$ cat src/rtl/bram_port_arbiter.sv
// Two-port arbiter in front of the single work-RAM port: latches CPU (A) and DMA (B)
// strobes, serves one access at a time and force-completes accesses that never finish.
module bram_port_arbiter #(
    parameter int AW       = 15,
    parameter int DW       = 32,
    parameter int TIMEOUT  = 255,
    parameter int CPU_PRIO = 1
) (
    input  logic          clk,
    input  logic          rst,
    input  logic          a_start,
    input  logic          a_we,
    input  logic [AW-1:0] a_addr,
    input  logic [DW-1:0] a_din,
    output logic [DW-1:0] a_dout,
    output logic          a_rdy,
    input  logic          b_start,
    input  logic          b_we,
    input  logic [AW-1:0] b_addr,
    input  logic [DW-1:0] b_din,
    output logic [DW-1:0] b_dout,
    output logic          b_rdy,
    output logic [AW-1:0] m_addr,
    output logic [DW-1:0] m_din,
    output logic          m_we,
    output logic          m_start_read,
    input  logic          m_read_rdy,
    input  logic          m_save_rdy,
    input  logic [DW-1:0] m_dout,
    output logic          busy,
    output logic          timeout_err
);

    // Handshake: a requester raises x_start for one cycle with x_we/x_addr/x_din valid;
    // the request is held until the arbiter answers with a one-cycle x_rdy, and a strobe
    // arriving while that port already has a request held is dropped. Toward the RAM, a
    // one-cycle m_we/m_start_read is answered by m_save_rdy/m_read_rdy some cycles later.
    typedef enum logic [1:0] {IDLE, ISSUE, WAIT, DONE} state_t;

    typedef struct packed {
        logic          we;
        logic [AW-1:0] addr;
        logic [DW-1:0] din;
    } req_t;

    localparam int TW = (TIMEOUT > 1) ? $clog2(TIMEOUT) : 1;
    localparam logic [TW-1:0] T_LAST = TW'(TIMEOUT - 1);

    state_t        state, state_nx;
    logic          grant_b, grant_b_nx;   // 1 = port B owns the current access
    logic          last_b;
    logic          pend_a, pend_b;
    req_t          hold_a, hold_b, cur;
    logic [DW-1:0] dout_a, dout_b;
    logic [TW-1:0] timer;
    logic          mem_rdy, rd_done, wd_fire, a_fin, b_fin;

    assign cur   = grant_b ? hold_b : hold_a;
    assign a_fin = (state == DONE) && !grant_b;
    assign b_fin = (state == DONE) && grant_b;

    always_comb begin
        state_nx     = state;
        grant_b_nx   = grant_b;
        m_addr       = '0;
        m_din        = '0;
        m_we         = 1'b0;
        m_start_read = 1'b0;
        mem_rdy      = 1'b0;
        rd_done      = 1'b0;
        wd_fire      = 1'b0;
        case (state)
            IDLE: begin
                if (pend_a || pend_b) begin
                    state_nx = ISSUE;
                    if (CPU_PRIO != 0)
                        grant_b_nx = !pend_a;
                    else if (pend_a && pend_b)
                        grant_b_nx = !last_b;
                    else
                        grant_b_nx = pend_b;
                end
            end
            ISSUE: begin
                m_addr       = cur.addr;
                m_din        = cur.din;
                m_we         = cur.we;
                m_start_read = !cur.we;
                state_nx     = WAIT;
            end
            WAIT: begin
                m_addr  = cur.addr;
                m_din   = cur.din;
                mem_rdy = cur.we ? m_save_rdy : m_read_rdy;
                rd_done = mem_rdy && !cur.we;
                if (mem_rdy) begin
                    state_nx = DONE;
                end else if (timer == T_LAST) begin
                    wd_fire  = 1'b1;
                    state_nx = DONE;
                end
            end
            DONE: state_nx = IDLE;
            default: state_nx = IDLE;
        endcase
    end

    always_ff @(posedge clk or posedge rst) begin
        if (rst) begin
            state       <= IDLE;
            grant_b     <= 1'b0;
            last_b      <= 1'b1;
            pend_a      <= 1'b0;
            pend_b      <= 1'b0;
            hold_a      <= '0;
            hold_b      <= '0;
            dout_a      <= '0;
            dout_b      <= '0;
            timer       <= '0;
            timeout_err <= 1'b0;
        end else begin
            state   <= state_nx;
            grant_b <= grant_b_nx;

            if (state == ISSUE)
                timer <= '0;
            else if (state == WAIT)
                timer <= timer + 1'b1;

            // A read that times out returns all-ones so software sees a recognisable value.
            if (rd_done || (wd_fire && !cur.we)) begin
                if (grant_b)
                    dout_b <= rd_done ? m_dout : '1;
                else
                    dout_a <= rd_done ? m_dout : '1;
            end

            if (wd_fire)
                timeout_err <= 1'b1;
            if (state == DONE)
                last_b <= grant_b;

            // A strobe in the completion cycle re-arms the port; the set wins over the clear.
            if (a_start && (!pend_a || a_fin)) begin
                pend_a <= 1'b1;
                hold_a <= '{we: a_we, addr: a_addr, din: a_din};
            end else if (a_fin) begin
                pend_a <= 1'b0;
            end

            if (b_start && (!pend_b || b_fin)) begin
                pend_b <= 1'b1;
                hold_b <= '{we: b_we, addr: b_addr, din: b_din};
            end else if (b_fin) begin
                pend_b <= 1'b0;
            end
        end
    end

    assign a_rdy  = a_fin;
    assign b_rdy  = b_fin;
    assign a_dout = dout_a;
    assign b_dout = dout_b;
    assign busy   = (state != IDLE);

endmodule

$ cat config.mk
export PLATFORM = sky130hd
export DESIGN_NAME = bram_port_arbiter
export DESIGN_NICKNAME = d
export VERILOG_FILES = /design/src/rtl/bram_port_arbiter.sv
export SDC_FILE = /design/constraint.sdc
export NUM_CORES = 1
export LEC_CHECK = 0
export ABC_AREA = 1
export CAP_MARGIN = 15
export CORE_AREA = 2 2 143 145
export CTS_CLUSTER_SIZE = 14
export DETAILED_ROUTE_END_ITERATION = 8
export DIE_AREA = 0 0 145 147
export PLACE_DENSITY_LB_ADDON = 0.05
export RECOVER_POWER = 50
export SYNTH_ARGS = -nofsm -noshare
export SYNTH_HDL_FRONTEND = slang
export SYNTH_SLANG_ARGS = --single-unit
$ cat constraint.sdc
create_clock -name clk -period 12.95 [get_ports clk]
set_clock_uncertainty 0.1 [all_clocks]
set_input_delay 2.59 -clock clk [delete_from_list [all_inputs] [get_ports clk]]
set_output_delay 2.59 -clock clk [all_outputs]
set_load 0.03 [all_outputs]
==> results of run 1 <==
==> final cells by class <==
type / count / area [sq um]
antenna: 2 / 5.00
clock buffer: 22 / 484
clock inverter: 10 / 126
fill: 1836 / 8840
inverter: 23 / 87.6
multi-input combinational: 536 / 3050
sequential: 174 / 4360
tap: 270 / 338
timing repair buffer: 257 / 2560
==> per-layer routing <==
layer / vias up / wire length [microns] / global-route usage, %
met2: 181 / 9180 / 30.8
met1: 2909 / 9140 / 25.0
met4: 4 / 398 / 7.13
met5: - / 27 / 0
li1: 3019 / - / -
met3: 28 / 1770 / 7.76
==> critical path: stages (launching register included) <==
cell,delay (ps)
dfrtp_2,400
inv_1,50
clkbuf_1,2950
nand2_1,360
a21oi_1,310
clkdlybuf4s50_1,710
==> logic make-up after synthesis <==
family	count (synthesis)
compound gates	66
flops	174
fa+ha+maj	6
simple gates	370
mux	94
buf+inv	73
==> registers in the layout, indices dropped and copies added (netlist names) <==
register,cells
grant_b,1
pend_a,1
state,2
hold_b,48
timeout_err,1
a_dout,32
pend_b,1
hold_a,48
timer,8
b_dout,32
==> power by group <==
| group | leakage, nW | internal [mW] | switching [mW] |
|---|---|---|---|
| clock | 0.290 | 0.308 | 0.216 |
| combinational | 2.55 | 0.725 | 1.07 |
| sequential | 2.09 | 0.811 | 0.130 |
| total | 4.93 | 1.84 | 1.41 |
==> through the flow <==
stage / hold slack [ps] / power (mW)
floorplan: 365 / 2.07
CTS: 373 / 3.31
finish: 364 / 3.26
global placement: 353 / 2.76
detailed placement: 357 / 2.77
global route: 382 / 3.48
==> how the worst min path moves through the flow <==
stage / endpoint / startpoint / slack (ps) / cells after the start
global route: b_dout[21] / b_dout[21] / 380 / 2
finish: a_dout[14] / a_dout[14] / 360 / 2
floorplan: hold_b[15] / hold_b[15] / 360 / 1
detailed placement: a_dout[26] / a_dout[26] / 360 / 2
global placement: b_dout[30] / b_dout[30] / 350 / 2
CTS: a_dout[26] / a_dout[26] / 370 / 2
==> placed cells by master, fill, tap and decap left out, drive strengths merged, types with 33 or more instances in the layout <==
cell / instances
clkdlybuf4s50: 203
dfrtp: 174
nand2: 157
nor2: 106
mux2: 94
nand3: 71
o21ai: 54
dlygate4sd3: 47
or2: 33
==> summary.json, run 1 <==
{
  "synth_top_cell_by_area": "dfrtp_1",
  "routed_wire_length_per_instance_microns": 15.9,
  "first_global_vias": 6315,
  "timing_worst_setup_path_type": "reg -> out",
  "first_iter_violations": 320,
  "critPathMaxFanout": 83,
  "yosysUniqueCellTypes": 25,
  "die_area_sq_mm": 0.0213,
  "vdd.ir_drop.worst_mv": 0.139,
  "fp.coreArea_sq_mm": 0.0198,
  "synth_fa_ha_area_share_pct": 0.967,
  "track_usage_pct": 19.7,
  "yosys-top-cells-count": "174 x dfrtp_1, 154 x nand2_1, 105 x nor2_1",
  "worst_pin_slew_ps": 4250,
  "signed_area_change_from_the_synthesized_netlist_to_the_final_layout_pct": 41.7,
  "synth.cell_area_sq_mm": 0.00776,
  "p_leak_nw": 4.93,
  "post-cts-setup-buffer-count": 0,
  "compound_gate_fraction_of_synth_area_pct": 4.33,
  "max-cap-violations": 4,
  "slew_headroom_pct": -185,
  "outcome": "complete, but fails checks",
  "timing.fmax_mhz": 127,
  "ys_top_cells_by_area": "dfrtp_1 56%, mux2_2 13%, nand2_1 7.4%, nor2_1 5.1%, nand3_1 4.5%",
  "timing.final.crit_period_ps": 7900,
  "edff_count_synth": 0,
  "rsz0062_at_grt": "no",
  "layout-drive-gt1-share_pct": 14.3,
  "die_height_microns": 147,
  "global_route.overflow_total": 0,
  "final_max_slew_violation_count": 243,
  "detailed_place_hpwl_microns": 13400,
  "ctsHtreeMaxLevel": 4,
  "tritoncts_clock_tree": "done",
  "cts_hold_buf": 0,
  "report.final.setup_viol": 0,
  "synth.top_cell.area_share_pct": 56.1,
  "totalNegativeSetupSlack_ps": 0,
  "count_of_nets_after_finishing": 1149,
  "synth_seq_cells": 174,
  "fp-row-count": 52,
  "yosys.area_share.simple_pct": 20.4,
  "placement.io_buffers": 250,
  "worstSkewPairLatency_ps": 420,
  "critical_path.reg2reg.startpoint": "grant_b",
  "cts-root-buf": "clkbuf_16",
  "detailroute.via_count": 6141,
  "placed_cells_incl_taps": 1259,
  "final_critical_path_setup_slack_ps": 5050,
  "reg2reg_to": "a_dout[8]",
  "rrSetupSlack_ps": 6690,
  "fin_cells": 1294,
  "number_of_antenna_violations_at_the_first_check_in_global_routing": 4,
  "io_pins": 251,
  "viasPerCell": 4.75,
  "layout.cell_area.non_filler_sq_mm": 0.0110,
  "wire_length_of_the_first_global_routing_pass_microns": 33200,
  "clock_sinks": 174,
  "yosys-mux-area-fraction_pct": 13.6,
  "finalCritPeriodShare_pct": 61.0,
  "cts_repair_resize_count": 0,
  "clock_path_buffers": 2,
  "power.density_cell_area_mw_per_mm2": 296,
  "dp_worst_setup_slack_ps": 7100,
  "postLayoutCoreUtil_pct": 55.4,
  "maximum_number_of_pins_on_one_net_before_global_route_repair": 97,
  "required_ps": 10260,
  "prevailing_post_synth_register_cell": "dfrtp_1",
  "share_of_flip_flops_with_an_asynchronous_set_or_reset_after_synthesis_pct": 100,
  "worst_setup_path_endpoint": "m_start_read",
  "place_area_sq_mm": 0.0104,
  "synth-xor-area-share_pct": 0,
  "route.detailed.drc": 0,
  "final_hold_viol_count": 0,
  "fp.dieW_microns": 145,
  "synth_area_per_cell_sq_um": 9.92,
  "timing.hold.worst.class": "reg -> reg",
  "synth.most_common_cell": "dfrtp_1",
  "cts_clock_pin_slew_for_the_worst_setup_and_hold_paths_ps": 60,
  "synth-seq-area-share_pct": 56.1,
  "worst_ep_arrival_time_ps": 5210,
  "postSynthNetCount": 923,
  "worst_setup_path_end_kind": "primary output",
  "ant_nets": 0,
  "worst-r2r-cell-count": 10,
  "failing_checks": "capacitance limit, slew limit",
  "critical_path.startpoint_type": "register",
  "routabilityCongestion": 0.766,
  "synthCells": 783,
  "start_util_pct": 39.1,
  "worstSetupStartpoint": "grant_b",
  "combinational_family_with_the_most_area_after_synthesis": "simple AND/OR/NAND/NOR gates",
  "route.final.wire_length_microns": 20500,
  "drt_pass1_iterations": 4,
  "ys_warn_count": 0,
  "cts_buf_count": 17
}
No activity file was read; power rests on OpenSTA's default activity.
==> run 2, diff against run 1 <==
clock period = 7.9 ns   (was 12.95 ns; I/O delays follow)
==> summary.json, run 2 (synthesized netlist as in run 1, its figures left out) <==
{
  "fp.dieW_microns": 145,
  "viasPerCell": 4.73,
  "p_leak_nw": 4.90,
  "cts_repair_resize_count": 0,
  "met1Wirelength_microns": 9170,
  "placed_cells_incl_taps": 1260,
  "placement.io_buffers": 250,
  "final_hold_viol_count": 0,
  "io_pins": 251,
  "route.detailed.drc": 0,
  "mostFrequentLayoutCell": "clkdlybuf4s50_1",
  "cts_buf_count": 17,
  "critical_path.startpoint_type": "input port",
  "clock_sinks": 174,
  "rsz0062_at_grt": "no",
  "layout-drive-gt1-share_pct": 14.3,
  "required_ps": 8220,
  "clock_path_buffers": 2,
  "timing.hold.worst.class": "reg -> reg",
  "rrSetupSlack_ps": 3460,
  "crit_chain": "dlygate4sd3_1 -> clkinvlp_2 -> buf_4",
  "critPathMaxFanout": 102,
  "worst_ep_arrival_time_ps": 5760,
  "die_area_sq_mm": 0.0213,
  "vdd.ir_drop.worst_mv": 0.259,
  "routed_wire_length_per_instance_microns": 16.0,
  "report.final.setup_viol": 0,
  "top_layer_used": "met5",
  "detailed_place_hpwl_microns": 13700,
  "cts-root-buf": "clkbuf_16",
  "timing.fmax_mhz": 184,
  "number_of_antenna_violations_at_the_first_check_in_global_routing": 3,
  "drt_pass1_iterations": 4,
  "timing.final.crit_period_ps": 5440,
  "detailroute.via_count": 6125,
  "maximum_number_of_pins_on_one_net_before_global_route_repair": 103,
  "max-cap-violations": 3,
  "ant_nets": 0,
  "post-cts-setup-buffer-count": 0,
  "detailroute.wirelength.met3_microns": 1820,
  "failing_checks": "capacitance limit, slew limit",
  "worstSkewPairLatency_ps": 420,
  "tritoncts_clock_tree": "done",
  "slew_headroom_pct": -204,
  "first_global_vias": 6322,
  "count_of_nets_after_finishing": 1149,
  "finalCritPeriodShare_pct": 68.8,
  "routabilityCongestion": 0.764,
  "fp.coreArea_sq_mm": 0.0198,
  "route.final.wire_length_microns": 20700,
  "totalPowerFinal_mw": 5.30,
  "wire_length_of_the_first_global_routing_pass_microns": 33800,
  "layout_common_cells": "219 x clkdlybuf4s50_1, 173 x dfrtp_1, 153 x nand2_1, 105 x nor2_1, 87 x mux2_2",
  "cts_clock_pin_slew_for_the_worst_setup_and_hold_paths_ps": 60,
  "power.density_cell_area_mw_per_mm2": 484,
  "first_iter_violations": 241,
  "route.met2.wl_microns": 9590,
  "reg_top3": "hold_a (48), hold_b (48)",
  "worst_setup_path_end_kind": "async pin",
  "worst_path_largest_cell_delay_ps": 2520,
  "timing_worst_setup_path_type": "in -> async",
  "cp_top_family": "buffers and inverters",
  "track_usage_pct": 19.8,
  "fin_cells": 1294,
  "start_util_pct": 39.1,
  "fp-row-count": 52,
  "critical_path.slowest_cell": "clkinvlp_2",
  "critPathBufInv": 3,
  "ctsHtreeMaxLevel": 4,
  "signed_area_change_from_the_synthesized_netlist_to_the_final_layout_pct": 41.1,
  "worst_pin_slew_ps": 4540,
  "outcome": "complete, but fails checks",
  "global_route.overflow_total": 0,
  "totalNegativeSetupSlack_ps": 0,
  "final_max_slew_violation_count": 188,
  "die_height_microns": 147,
  "cts_hold_buf": 0
}
==> run 2: area by class of cell <==
cell class / instances / area (sq um)
Antenna cell: 2 / 5.00
Clock buffer: 21 / 460
Clock inverter: 11 / 108
Fill cell: 1853 / 8890
Inverter: 23 / 87.6
Multi-Input combinational cell: 536 / 3050
Sequential cell: 174 / 4360
Tap cell: 270 / 338
Timing Repair Buffer: 257 / 2550
==> run 2: worst reg2reg max path, stage by stage (launching register included) <==
cell and delay (ps):
dfrtp_2 400, inv_1 820, buf_4 670, nand2_1 200, nand2_1 160, nand3_2 410
nand2_2 190, buf_4 520, nand2_2 580, nand2_1 230, nand2_1 60
==> run 2: per-layer routing <==
metal  global-route usage (%)  vias up
met4                     3.96        2
met1                     25.7     2923
met5                        0        -
li1                         -     3014
met3                     8.35       13
met2                     31.5      173
==> run 2: path summary, 6_finish.rpt <==
check                      cells past startpoint  startpoint      endpoint
max                                            3         rst    a_dout[15]
min                                            2  a_dout[16]    a_dout[16]
max reg2reg                                   10     grant_b    a_dout[11]
min reg2reg                                    2  a_dout[16]    a_dout[16]
max in group clk                               5     grant_b  m_start_read
min in group asynchronous                      2         rst    hold_b[18]
==> run 2: report_power, final <==
group          internal (mW)  leakage [nW]  switching [mW]
clock network          0.455         0.274           0.359
logic                   1.19          2.54            1.75
registers               1.33          2.09           0.218
==> run 2: stage by stage <==
stage / setup WS (ps) / hold slack [ps] / instance area, sq um / utilization [%]
6_report: 2460 / 364 / 11000 / 55.2
5_1_grt: 1620 / 381 / 11000 / 55.2
4_1_cts: 3140 / 374 / 11000 / 55.2
3_5_place_dp: 3570 / 359 / 10400 / 52.4
3_3_place_gp: 3580 / 353 / 10400 / 52.4
2_1_floorplan: 1500 / 365 / 7760 / -
==> variant 1, RTL diff (settings of run 2) <==
Change the parameter `CPU_PRIO` from 1 to 0.
--- a/src/rtl/bram_port_arbiter.sv
+++ b/src/rtl/bram_port_arbiter.sv
@@ -5,5 +5,5 @@
     parameter int DW       = 32,
     parameter int TIMEOUT  = 255,
-    parameter int CPU_PRIO = 1
+    parameter int CPU_PRIO = 0
 ) (
     input  logic          clk,
Formal check against the unedited RTL: not equivalent (a bounded check fails within 10 cycles, from zero or initial values and one cycle with rst high).
==> variant 1 against run 2 <==
- the flow still finishes with violations (max-capacitance violations, max-slew violations)
- critical path depth grew 2
- register-to-register slack worse by 0.22 ns
- global-route usage grew 0.096 points
- design area grew 1.3%
- power grew 2.1%
- die area unchanged
- wire length grew 0.18%
- synthesized area is 0.21% lower
- worst setup slack gained 0.43 ns
- sequential cell count is 1 higher
- first-iteration DRC count fell by 18%
- critical path type is now reg2out
- largest cell class unchanged
==> variant 1: results (changes against run 2) <==
Logic synthesis
  – Synth Area in Compound Gates: 4.05% (-0.28 points)
  – Yosys cell types: 26 (+4.0%)
  – Ranking of synthesized cells by area: dfrtp_1 56%, nand2_1 7.7%, mux2_1 6.8%
  – Mux contribution to synthesized area: 13.7% (+0.029 points)
  – Synth Area in Adders: 0.969% (+0.0020 points)
  – Synth Flop Type: dfrtp_1
  – Post-synthesis sequential area ratio: 56.5% (+0.46 points)
  – XOR/XNOR share of the synthesized area: 0.113% (+0.11 points)
  – Synth top cells by count: 174 x dfrtp_1, 159 x nand2_1, 110 x nor2_1

Power
  – Worst vdd ir: 0.275 mV (+6.2%)
  – Leakage: 4.92 nW (+0.51%)

Placement
  – Post-DP Area: 10400 um^2 (+0.29%)
  – RD Place Congestion: 0.794 (+3.9%)
  – Dpl hpwl: 14400 um (+5.3%)
  – Port bufs: 250 (unchanged)

Routing
  – DR vias/cell: 4.75 (+0.33%)
  – Routed wire per std cell: 16.0 um (+0.11%)
  – Iter 0 DRT Violations: 198 (-18%)
  – Pre-antenna DRT Iters: 4 (unchanged)

Status
  – Run status: complete, but fails checks
  – Violated checks: max-capacitance violations, max-slew violations

GRT
  – First-pass GRT wire length: 33700 um (-0.16%)
  – Largest net degree at the start of global routing: 87 (-16%)
  – Vias in the first global route: 6271 (-0.81%)
  – GRT Total Usage: 19.9% (+0.096 points)
  – Initial antenna violation count: 2 (-1)

Layout
  – FILL cells: 1825 (-1.5%)
  – Largest regs: hold_a (48), hold_b (48)
  – Non-Filler Cell Area, Final: 11100 um^2 (+1.3%)
  – Final nets: 1152 (+0.26%)
  – Layout cells sized above 1: 9.47% (-4.8 points)

Setup path
  – Crit path arrival time: 3.33 ns (-2.43 ns)
  – Worst-path maximum fanout: 55 (-46%)
  – Reg-to-reg slack, setup: 3.24 ns (-0.22 ns)

Timing
  – Final hold slack: 0.366 ns (+0.00213 ns)
  – Worst slew margin: -67.5% (+140 points)
  – Max-slew violations: 92 (-51%)

Hold path
  – Hold Crit Class: reg2reg

Clock tree
  – Skew-Pair Late Insertion Delay: 0.42 ns (about the same)
  – Root buffer cell: clkbuf_16
  – Max clock buf depth: 2 (unchanged)

Run
  – Max Cap Violations: 2 (-1)
[variant 1: cell count changes in the layout (fill, tap and decap cells not counted), sizes merged, moves of 2 or more]
cell | run 2 | this run
dlygate4sd3 | 31 | 8
clkinv | 5 | 1
clkdlybuf4s50 | 219 | 242
o21ai | 54 | 51
nand2 | 157 | 159
bufinv | 1 | 5
nor2 | 106 | 110
clkbuf | 23 | 18
buf | 5 | 8
[variant 1: kinds of logic after synthesis]
group | after synthesis
muxes | 94
DFF | 175
xor gates and xnor gates | 1
adders and majority gates | 6
buffers and inverters | 67
and+or+nand+nor | 378
AOI/OAI and AO/OA | 62
[variant 1: where the power goes]
part | internal (mW) | total [mW] | switching, mW
Sequential | 1.34 | 1.57 | 0.227
Combinational | 1.18 | 2.91 | 1.73
Clock | 0.568 | 0.935 | 0.368
[variant 1: path summary, 6_finish.rpt]
kind	start	end	depth (start not counted)
min in group asynchronous	rst	hold_b[20]	2
worst max-delay path	grant_b	m_start_read	5
worst min-delay path	b_dout[17]	b_dout[17]	2
worst max register to register	grant_b	b_dout[31]	10
worst min register to register	b_dout[17]	b_dout[17]	2
max in group asynchronous	rst	a_dout[18]	3
[variant 1: cell type report]
class	instances	area share [%]
Sequential cell	175	39.5
Multi-Input combinational cell	541	27.6
Timing Repair Buffer	259	23.3
Clock buffer	17	3.83
Tap cell	270	3.04
Clock inverter	14	2.04
Inverter	18	0.620
Antenna cell	1	0.0226
[variant 1: metrics by stage]
step           setup slack (ns)  cells
6_report                   2.89   1295
5_1_grt                    2.66   1295
3_3_place_gp               3.21   1262
3_5_place_dp               3.17   1262
2_1_floorplan              1.48    783
4_1_cts                    3.12   1293
[variant 1: critical path, cell delays in order, from the launching register on]
cell,delay (ns)
dfrtp_2,0.41
inv_1,0.73
buf_4,0.65
nand2_1,0.21
a21oi_1,0.18
clkdlybuf4s50_1,0.72
[variant 1: layer usage]
layer | up-vias | track usage, % | routed length [um]
li1 | 3020 | - | -
met4 | 2 | 6.58 | 460
met2 | 169 | 31.8 | 9660
met5 | - | 0 | 13
met3 | 25 | 6.27 | 1470
met1 | 2934 | 26.0 | 9170
==> variant 2, RTL diff (flow settings as in run 2) <==
Made on the original files. Reset style: synchronous (`rst`), changed in one clocked block.
--- a/src/rtl/bram_port_arbiter.sv
+++ b/src/rtl/bram_port_arbiter.sv
@@ -106,5 +106,5 @@
     end
 
-    always_ff @(posedge clk or posedge rst) begin
+    always_ff @(posedge clk) begin
         if (rst) begin
             state       <= IDLE;
Formal check against the unedited RTL: differs if rst is asserted again (counterexample within 4 cycles, from zero or initial values and one cycle with rst high); with rst held inactive, the same outputs for 4 cycles.
==> variant 2 against run 2 <==
- the run still ends with max-capacitance violations, max-slew violations left
- synthesized cell count up 27%
- sequential cell count is the same
- non-clock buffer count decreased by 2
- synthesized area shrank 7.7%
- wire length grew 2.4%
- worst setup slack worse by 0.45 ns
- design area is 6.3% lower
- largest cell class unchanged
Power is not compared: it rests on default switching activity, and its combinational part moved more than twofold at a synthesized area within 25%.
==> variant 2: results (changes against run 2) <==
Status
  – Run status: complete, but fails checks
  – Violated checks: max-capacitance violations, max-slew violations

GRT
  – Initial antenna violation count: 1 (-2)
  – Vias in the first global route: 6388 (+1.0%)
  – GRT Total Usage: 19.6% (-0.28 points)
  – Largest net degree at the start of global routing: 99 (-3.9%)

Logic synthesis
  – Synth top cells by count: 304 x nor2_1, 208 x o21ai_0, 174 x dfxtp_1
  – Synth Net Count: 1135 (+23%)
  – Post-synthesis sequential area ratio: 48.6% (-7.5 points)
  – Yosys cell types: 27 (+8.0%)
  – Synth async-reset ratio: 0% (-100 points)
  – Ranking of synthesized cells by area: dfxtp_1 49%, nor2_1 16%, o21ai_0 15%
  – Synth Flop Type: dfxtp_1

Routing
  – DR vias/cell: 4.61 (-2.5%)
  – Pre-antenna DRT Iters: 5 (+1)
  – Routed wire per std cell: 14.3 um (-11%)
  – Drt total wl: 21200 um (+2.4%)

Placement
  – RD Place Congestion: 0.762 (-0.31%)
  – Dpl hpwl: 13600 um (-0.70%)
  – Pre-CTS WS: 3.52 ns (-0.0461 ns)

Setup path
  – CP max stage delay: 2.05 ns (-0.47 ns)
  – Crit-path slowest cell: nor2_1
  – Worst-path maximum fanout: 48 (-53%)

Layout
  – Final nets: 1340 (+17%)
  – Layout cells sized above 1: 3.63% (-11 points)

Timing
  – Max-slew violations: 214 (+14%)
  – Worst slew margin: -88.9% (+120 points)

Run
  – Max Cap Violations: 3 (unchanged)
-- variant 2: path summary, 6_finish.rpt --
kind	startpoint	endpoint	slack [ns]	cells after the start
setup / recovery	a_start	hold_a[33]	2.02	7
hold / removal	pend_a	grant_b	0.34	1
setup reg to reg	grant_b	hold_a[33]	2.68	8
hold reg to reg	pend_a	grant_b	0.34	1
-- variant 2: kinds of logic after synthesis --
family                   synth area share [%]
AND/OR/NAND/NOR                          20.9
AO/OA/AOI/OAI                            20.3
flip-flops                               48.6
buffers and inverters                    9.01
adder cells (fa/ha/maj)                  1.05
XOR/XNOR                                0.122
-- variant 2: layout make-up --
cell class	instances	area, um^2	share of cell area, %
clock inverters	13	105	1.02
inverters	87	328	3.19
clock buffers	19	443	4.31
well taps	270	338	3.29
multi-input cells	665	3030	29.5
repair buffers	255	2540	24.7
diodes	1	2.50	0.0244
flip-flops and latches	174	3480	33.9
-- variant 2: metal layers --
| metal | global-route usage (%) | wire length, um | up-vias |
|---|---|---|---|
| li1 | - | - | 3582 |
| met1 | 25.6 | 9890 | 3044 |
| met2 | 31.2 | 9590 | 198 |
| met3 | 5.37 | 1410 | 23 |
| met4 | 6.83 | 355 | 0 |
| met5 | 0 | 0 | - |
-- variant 2: per-stage QoR --
| stage | instance area, um^2 | hold WS [ns] |
|---|---|---|
| global route | 10300 | 0.364 |
| floorplan | 7160 | 0.310 |
| detailed placement | 9740 | 0.335 |
| global placement | 9740 | 0.323 |
| CTS | 10300 | 0.344 |
| finish | 10300 | 0.341 |
